`src/rtl/uart_calc_engine.sv`:
```
// ASCII "<A>-<B>-<op>\n" calculator placed between a UART receiver and transmitter.
// Parses the line, executes (with a restoring divider), converts by double-dabble and streams the result.
module uart_calc_engine #(
    parameter int unsigned DIGITS = 5,
    parameter int unsigned W      = 16
) (
    input  logic       clk,
    input  logic       reset,
    input  logic       in_valid,
    input  logic [7:0] in_data,
    output logic       in_ready,
    output logic       out_valid,
    output logic [7:0] out_data,
    input  logic       out_ready,
    output logic       busy,
    output logic       overrun
);
    localparam int unsigned AW = W + 4;
    localparam int unsigned RW = 2 * W;
    localparam int unsigned ND = (RW * 30103) / 100000 + 1;
    localparam int unsigned CW = $clog2(RW + 16);
    localparam logic [7:0]  LF = 8'h0A;

    typedef enum logic [2:0] {
        PARSE_A, PARSE_B, PARSE_OP, DISCARD, EXEC, DIVIDE, CONVERT, SEND
    } state_t;

    typedef enum logic [2:0] {
        TX_ERR, TX_EQ, TX_SIGN, TX_DIGIT, TX_NL
    } tx_t;

    state_t          state;
    tx_t             tx_step;
    logic [AW-1:0]   acc;
    logic [CW-1:0]   cnt;
    logic [W-1:0]    a;
    logic [W-1:0]    b;
    logic [23:0]     op_buf;
    logic            err;
    logic            neg;
    logic [RW-1:0]   r;
    logic [W-1:0]    rem;
    logic [4*ND-1:0] bcd;

    function automatic logic [7:0] ascii_digit(input logic [3:0] d);
        return {4'h3, d};
    endfunction

    logic          is_digit;
    logic [AW-1:0] acc_next;
    logic          acc_bad;
    always_comb begin
        is_digit = (in_data >= 8'h30) && (in_data <= 8'h39);
        acc_next = acc * AW'(10) + AW'(in_data[3:0]);
        acc_bad  = (acc_next > AW'({W{1'b1}})) || (cnt >= CW'(DIGITS));
    end

    logic op_add, op_sub, op_mul, op_div, exec_err;
    always_comb begin
        op_add   = (op_buf == "add");
        op_sub   = (op_buf == "sub");
        op_mul   = (op_buf == "mul");
        op_div   = (op_buf == "div");
        exec_err = err || !(op_add || op_sub || op_mul || op_div) || (op_div && (b == '0));
    end

    // Restoring division: quotient bits shift into r[W-1:0] as the dividend shifts out.
    logic [W:0] div_shift;
    logic [W:0] div_diff;
    always_comb begin
        div_shift = {rem, r[W-1]};
        div_diff  = div_shift - {1'b0, b};
    end

    logic [4*ND-1:0] bcd_adj;
    always_comb begin
        bcd_adj = '0;
        for (int unsigned i = 0; i < ND; i++) begin
            bcd_adj[4*i +: 4] = (bcd[4*i +: 4] >= 4'd5) ? bcd[4*i +: 4] + 4'd3 : bcd[4*i +: 4];
        end
    end

    // Highest non-zero BCD digit drives leading-zero suppression; a zero result still sends digit 0.
    logic [CW-1:0] first_dig;
    logic [CW-1:0] prev_idx;
    logic [3:0]    dig_first;
    logic [3:0]    dig_prev;
    logic          r_nonzero;
    always_comb begin
        first_dig = '0;
        for (int unsigned i = 0; i < ND; i++) begin
            if (bcd[4*i +: 4] != 4'd0) first_dig = CW'(i);
        end
        prev_idx  = cnt - CW'(1);
        dig_first = bcd[{first_dig, 2'b00} +: 4];
        dig_prev  = bcd[{prev_idx, 2'b00} +: 4];
        r_nonzero = |bcd;
    end

    always_ff @(posedge clk) begin
        if (reset) begin
            state     <= PARSE_A;
            tx_step   <= TX_EQ;
            acc       <= '0;
            cnt       <= '0;
            a         <= '0;
            b         <= '0;
            op_buf    <= '0;
            err       <= 1'b0;
            neg       <= 1'b0;
            r         <= '0;
            rem       <= '0;
            bcd       <= '0;
            in_ready  <= 1'b1;
            busy      <= 1'b0;
            out_valid <= 1'b0;
            out_data  <= '0;
            overrun   <= 1'b0;
        end else begin
            if (in_valid && !in_ready) overrun <= 1'b1;
            case (state)
                PARSE_A, PARSE_B: begin
                    if (in_valid) begin
                        if (is_digit) begin
                            if (acc_bad) begin
                                err   <= 1'b1;
                                state <= DISCARD;
                            end else begin
                                acc <= acc_next;
                                cnt <= cnt + CW'(1);
                            end
                        end else if (in_data == "-") begin
                            if (cnt == '0) begin
                                err   <= 1'b1;
                                state <= DISCARD;
                            end else begin
                                if (state == PARSE_A) begin
                                    a     <= acc[W-1:0];
                                    state <= PARSE_B;
                                end else begin
                                    b     <= acc[W-1:0];
                                    state <= PARSE_OP;
                                end
                                acc <= '0;
                                cnt <= '0;
                            end
                        end else if (in_data == LF) begin
                            err      <= 1'b1;
                            state    <= EXEC;
                            in_ready <= 1'b0;
                            busy     <= 1'b1;
                        end else begin
                            err   <= 1'b1;
                            state <= DISCARD;
                        end
                    end
                end
                PARSE_OP: begin
                    if (in_valid) begin
                        if (in_data == LF) begin
                            if (cnt != CW'(3)) err <= 1'b1;
                            state    <= EXEC;
                            in_ready <= 1'b0;
                            busy     <= 1'b1;
                        end else if (cnt == CW'(3)) begin
                            err   <= 1'b1;
                            state <= DISCARD;
                        end else begin
                            op_buf <= {op_buf[15:0], in_data};
                            cnt    <= cnt + CW'(1);
                        end
                    end
                end
                DISCARD: begin
                    if (in_valid && (in_data == LF)) begin
                        state    <= EXEC;
                        in_ready <= 1'b0;
                        busy     <= 1'b1;
                    end
                end
                EXEC: begin
                    cnt <= '0;
                    bcd <= '0;
                    if (exec_err) begin
                        state     <= SEND;
                        tx_step   <= TX_ERR;
                        out_valid <= 1'b1;
                        out_data  <= "E";
                    end else if (op_div) begin
                        r     <= RW'(a);
                        rem   <= '0;
                        state <= DIVIDE;
                    end else begin
                        if (op_add) r <= RW'(a) + RW'(b);
                        else if (op_mul) r <= RW'(a) * RW'(b);
                        else begin
                            r   <= (a >= b) ? RW'(a - b) : RW'(b - a);
                            neg <= (a < b);
                        end
                        state <= CONVERT;
                    end
                end
                DIVIDE: begin
                    if (!div_diff[W]) rem <= div_diff[W-1:0];
                    else rem <= div_shift[W-1:0];
                    r[W-1:0] <= {r[W-2:0], ~div_diff[W]};
                    if (cnt == CW'(W - 1)) begin
                        cnt   <= '0;
                        state <= CONVERT;
                    end else begin
                        cnt <= cnt + CW'(1);
                    end
                end
                CONVERT: begin
                    {bcd, r} <= {bcd_adj, r} << 1;
                    if (cnt == CW'(RW - 1)) begin
                        cnt       <= '0;
                        state     <= SEND;
                        tx_step   <= TX_EQ;
                        out_valid <= 1'b1;
                        out_data  <= "=";
                    end else begin
                        cnt <= cnt + CW'(1);
                    end
                end
                SEND: begin
                    if (out_ready) begin
                        case (tx_step)
                            TX_ERR: begin
                                if (cnt == CW'(2)) begin
                                    out_data <= LF;
                                    tx_step  <= TX_NL;
                                end else begin
                                    out_data <= "R";
                                    cnt      <= cnt + CW'(1);
                                end
                            end
                            TX_EQ, TX_SIGN: begin
                                if ((tx_step == TX_EQ) && neg && r_nonzero) begin
                                    out_data <= "-";
                                    tx_step  <= TX_SIGN;
                                end else begin
                                    out_data <= ascii_digit(dig_first);
                                    cnt      <= first_dig;
                                    tx_step  <= TX_DIGIT;
                                end
                            end
                            TX_DIGIT: begin
                                if (cnt == '0) begin
                                    out_data <= LF;
                                    tx_step  <= TX_NL;
                                end else begin
                                    out_data <= ascii_digit(dig_prev);
                                    cnt      <= prev_idx;
                                end
                            end
                            default: begin
                                out_valid <= 1'b0;
                                state     <= PARSE_A;
                                tx_step   <= TX_EQ;
                                in_ready  <= 1'b1;
                                busy      <= 1'b0;
                                acc       <= '0;
                                cnt       <= '0;
                                a         <= '0;
                                b         <= '0;
                                op_buf    <= '0;
                                err       <= 1'b0;
                                neg       <= 1'b0;
                                r         <= '0;
                                bcd       <= '0;
                            end
                        endcase
                    end
                end
                default: state <= PARSE_A;
            endcase
        end
    end
endmodule

```
`config.mk`:
```
export PLATFORM = sky130hd
export DESIGN_NAME = uart_calc_engine
export DESIGN_NICKNAME = d
export VERILOG_FILES = /design/src/rtl/uart_calc_engine.sv
export SDC_FILE = /design/constraint.sdc
export NUM_CORES = 1
export LEC_CHECK = 0
export BUFFER_PORTS_ARGS = -buffer_cell sky130_fd_sc_hd__buf_2
export CELL_PAD_IN_SITES_DETAIL_PLACEMENT = 0
export CELL_PAD_IN_SITES_GLOBAL_PLACEMENT = 1
export CORE_ASPECT_RATIO = 0.7
export CORE_UTILIZATION = 45
export DETAILED_ROUTE_END_ITERATION = 10
export GPL_TIMING_DRIVEN = 0
export PLACE_DENSITY_LB_ADDON = 0.1
export SYNTH_ARGS = -nofsm -noshare
export SYNTH_HDL_FRONTEND = slang
export SYNTH_SLANG_ARGS = --single-unit
export TNS_END_PERCENT = 20
```
`constraint.sdc`:
```
create_clock -name clk -period 6.5 [get_ports clk]
set_input_delay 1.95 -clock clk [delete_from_list [all_inputs] [get_ports clk]]
set_output_delay 1.95 -clock clk [all_outputs]
set_load 0.03 [all_outputs]
```
==> PnR_summary.wiki <==
{| class="wikitable"
! Metric !! Value
|-
| First-pass iteration count of the detailed router || 6
|-
| Internal power of the cells || 1.996 mW
|-
| Average routed wire per standard cell || 22.91 µm
|-
| Critical path class || flip-flop to flip-flop
|-
| Pwr Density || 131.3 nW/µm²
|-
| Peak fanout along the critical path || 10
|-
| Clock Sink Count || 188
|-
| Most common cell in the synthesized netlist || nand2_1
|-
| Effective utilization at floorplan || 0.4570
|-
| Net Count, Synth || 3315
|-
| Max VDD drop || 0.0001326 V
|-
| Area added between synthesis and finish || 12.57%
|-
| Fin. max-slew vios || 0
|-
| Required time worst endpoint || 6.82 ns
|-
| Final WL || 83400 µm
|-
| Flip-flop and latch count after synthesis || 188
|-
| Data arrival time at the worst-slack endpoint || 6.66 ns
|-
| Fillcell total || 4825
|-
| Count of yosys warnings during synthesis || 0
|-
| Critical Path End Type || flip-flop
|-
| Pin count of the biggest net entering global routing || 23
|-
| Inserted Clock Buffers || 17
|-
| Final hold violation count || 0
|-
| Clk network pwr share || 0.351
|-
| Post-synth top flop || dfxtp_1
|-
| Latest clock arrival within the worst-skew pair || 0.49 ns
|-
| Most area-consuming cells after synthesis || fa_1, dfxtp_1, ha_1
|-
| Post-Place Cells || 3562
|-
| Transition at the pin with the smallest max-transition slack || 1.056 ns
|-
| Die height || 189.5 µm
|-
| Share of synthesized flip-flops with an asynchronous set or reset || 0
|-
| Final period utilization || 0.9751
|-
| Endpoints failing setup || 0
|-
| Maximum frequency from static timing analysis || 157.8 MHz
|-
| Maximum clock skew at final layout || 0.02677 ns
|-
| Last weighted congestion value of the routability-driven placer || 0.9733
|-
| Share of synthesized area spent on multiplexers || 0.02941
|-
| DIE AREA || 51120 µm²
|-
| Net switching power || 1.343 mW
|-
| IO Count || 24
|-
| Number of distinct standard cells referenced by the synthesized netlist || 91
|-
| Via count || 21790
|-
| Final Core Density || 0.5144
|-
| Post-synthesis cell type with the largest combined area || fa_1
|-
| Horizontal die dimension || 269.8 µm
|-
| Clock Path Buffers || 2
|-
| Adder and majority gate portion of the synthesized area || 0.3037
|-
| Site Rows || 68
|-
| Count of mapped cells out of synthesis || 2874
|-
| All-layer global routing usage || 0.3281
|-
| Worst min-delay path category || flip-flop to flip-flop
|-
| CTS clk-pin slew, worst paths || 0.09 ns
|-
| Post-CTS Hold Buffers || 0
|-
| Core Box Area || 49430 µm²
|-
| Via density || 5.983
|-
| Number of antenna violations at the first check in global routing || 3
|-
| Overflow after GRT || 0
|-
| Share of the synthesized area in compound gates (AO/OA/AOI/OAI) || 0.1916
|-
| Run status || completed
|-
| Post-Place Worst Slack || -2.415 ns
|-
| Combinational share of power || 0.278
|-
| Net total in the final layout || 3403
|-
| Count of antenna-violating nets left after detailed routing || 0
|-
| Leading post-synthesis cells by instance count || nand2_1, inv_1, nor2_1
|-
| Clock tree from TritonCTS || done
|-
| Synth top area share || 0.1764
|-
| Part of the total power dissipated in sequential elements || 0.370
|-
| Post-synthesis share of cell area spent on xor and xnor gates || 0.03716
|-
| Unrepaired setup endpoints after global routing || yes
|-
| Post-synthesis cell area || 22590 µm²
|-
| First-pass GRT wire length || 128000 µm
|-
| Level count of the clock H-tree || 4
|-
| DR iter-0 viols || 2134
|-
| Syn Area/Cell || 7.860 µm²
|-
| Post-route DRC violation count || 0
|-
| Minimum setup slack in the final design || 0.1621 ns
|-
| Count of max-cap constraint violations || 0
|-
| Worst relative slew slack || 0.2922
|-
| Total of buffers placed on input and output ports || 22
|-
| Fraction of the mapped netlist area in simple logic gates || 0.1888
|-
| Hold WS || 0.4590 ns
|-
| Combinational family with the most area after synthesis || adder cells
|-
| Static power due to leakage || 10.83 nW
|-
| Final Instance Count excl. Fillers || 3641
|-
| Post-synthesis sequential area ratio || 0.1666
|-
| Detail Placement HPWL || 65790 µm
|-
| Root buffer cell || clkbuf_16
|-
| Crit path launch type || flip-flop
|-
| Design Power || 3.338 mW
|-
| Fraction of layout cells with a size suffix above 1 || 0.1005
|-
| Switching part of the total || 0.4022
|-
| Final critical path time including I/O delays and setup || 6.338 ns
|-
| Number of synthesized flops with an enable pin || 0
|-
| Via count of the first global-routing pass || 21020
|}
final cells by class:
| class | count | area [µm²] | area share |
|---|---|---|---|
| tap | 665 | 832.0 | 0.03272 |
| buffer | 145 | 932.1 | 0.03666 |
| clock inverter | 15 | 202.7 | 0.007971 |
| clock buffer | 17 | 425.4 | 0.01673 |
| sequential | 188 | 3842 | 0.1511 |
| timing repair buffer | 70 | 520.5 | 0.02047 |
| antenna | 1 | 2.502 | 0.00009841 |
| inverter | 339 | 1346 | 0.05294 |
| multi-input combinational | 2201 | 17330 | 0.6813 |
critical path, stage by stage, from the launching register on:
cell and delay (ns):
dfxtp_4 0.37, clkbuf_16 0.15, clkbuf_16 0.16, nand2_1 0.07, fa_1 0.55, inv_1 0.06, fa_1 0.47, fa_1 0.53
fa_1 0.51, fa_1 0.49, inv_1 0.05, fa_1 0.52, inv_1 0.06, ha_4 0.23, a21o_1 0.19, a221o_1 0.35
nand2_1 0.07, o211ai_1 0.20, o21ai_2 0.22, buf_6 0.15, o21ai_4 0.06, o41ai_2 0.27, xnor2_1 0.12, o211ai_1 0.21
a21oi_1 0.10
state kept, by name, indices dropped and copies added (netlist names), 7 cells and up:
register  cells
r            32
b            16
rem          16
bcd          40
a            16
acc          19
out_data      7
op_buf       24
metal layers:
layer / vias up / part of all wire / GRT usage
li1: 9953 / - / -
met1: 10830 / 0.49 / 0.5046
met2: 905 / 0.40 / 0.4600
met3: 96 / 0.095 / 0.07622
met4: 4 / 0.017 / 0.06469
met5: - / 0.00032 / 0
worst paths after layout:
check / start / endpoint / slack [ns] / depth (start not counted)
max reg2reg: b[9] / r[28] / 0.16 / 24
max: b[9] / r[28] / 0.16 / 24
min reg2reg: out_data[4] / out_data[4] / 0.46 / 2
min: out_data[4] / out_data[4] / 0.46 / 2
cell usage in the layout, fill, tap and decap left out, types with 13 or more instances in the layout:
cell type,instances
a31oi_1,18
clkbuf_1,87
inv_1,312
a22oi_1,37
and3_1,16
o21ai_0,159
ha_1,217
dfxtp_4,17
nand2b_1,30
a211oi_1,26
buf_4,54
a22o_1,25
o211ai_1,20
xnor2_1,56
xor2_1,36
nor3_1,42
mux2i_1,36
and2_1,14
dfxtp_1,159
o21a_1,13
nand3_1,101
nor2_1,243
a21o_1,34
buf_2,27
nand4_1,16
nor2b_1,19
nand2_1,382
a21oi_1,199
fa_1,194
clkbuf_16,22
kinds of logic after synthesis:
group / after synthesis
AND/OR/NAND/NOR: 948
buffers and inverters: 485
multiplexers: 51
AO/OA/AOI/OAI: 677
XOR/XNOR: 95
adder cells (fa/ha/maj): 429
other: 1
flip-flops: 188
power groups by stage:
stage               sequential (mW)  combinational [mW]  clock [mW]
global placement               1.27               0.883           0
detailed placement             1.27               0.890           0
floorplan                      1.26               0.624           0
CTS                            1.24               0.895        1.18
global route                   1.24               0.994        1.22
finish                         1.24               0.929        1.17
per-stage QoR:
| step | TNS (ns) | instance area [µm²] |
|---|---|---|
| 5_1_grt | -0.05739 | 25430 |
| 4_1_cts | -0.01533 | 24960 |
| 3_5_place_dp | -31.12 | 23550 |
| 6_report | 0 | 25430 |
| 2_1_floorplan | 0 | 22590 |
| 3_3_place_gp | -30.30 | 23530 |
repair_timing:
item,in CTS,in global routing
gates cloned,0,1
buffers inserted,25,21
resized for setup,187,96
pin swaps,9,70
endpoints found under the setup margin,22,15
No activity file was read; power rests on OpenSTA's default activity.
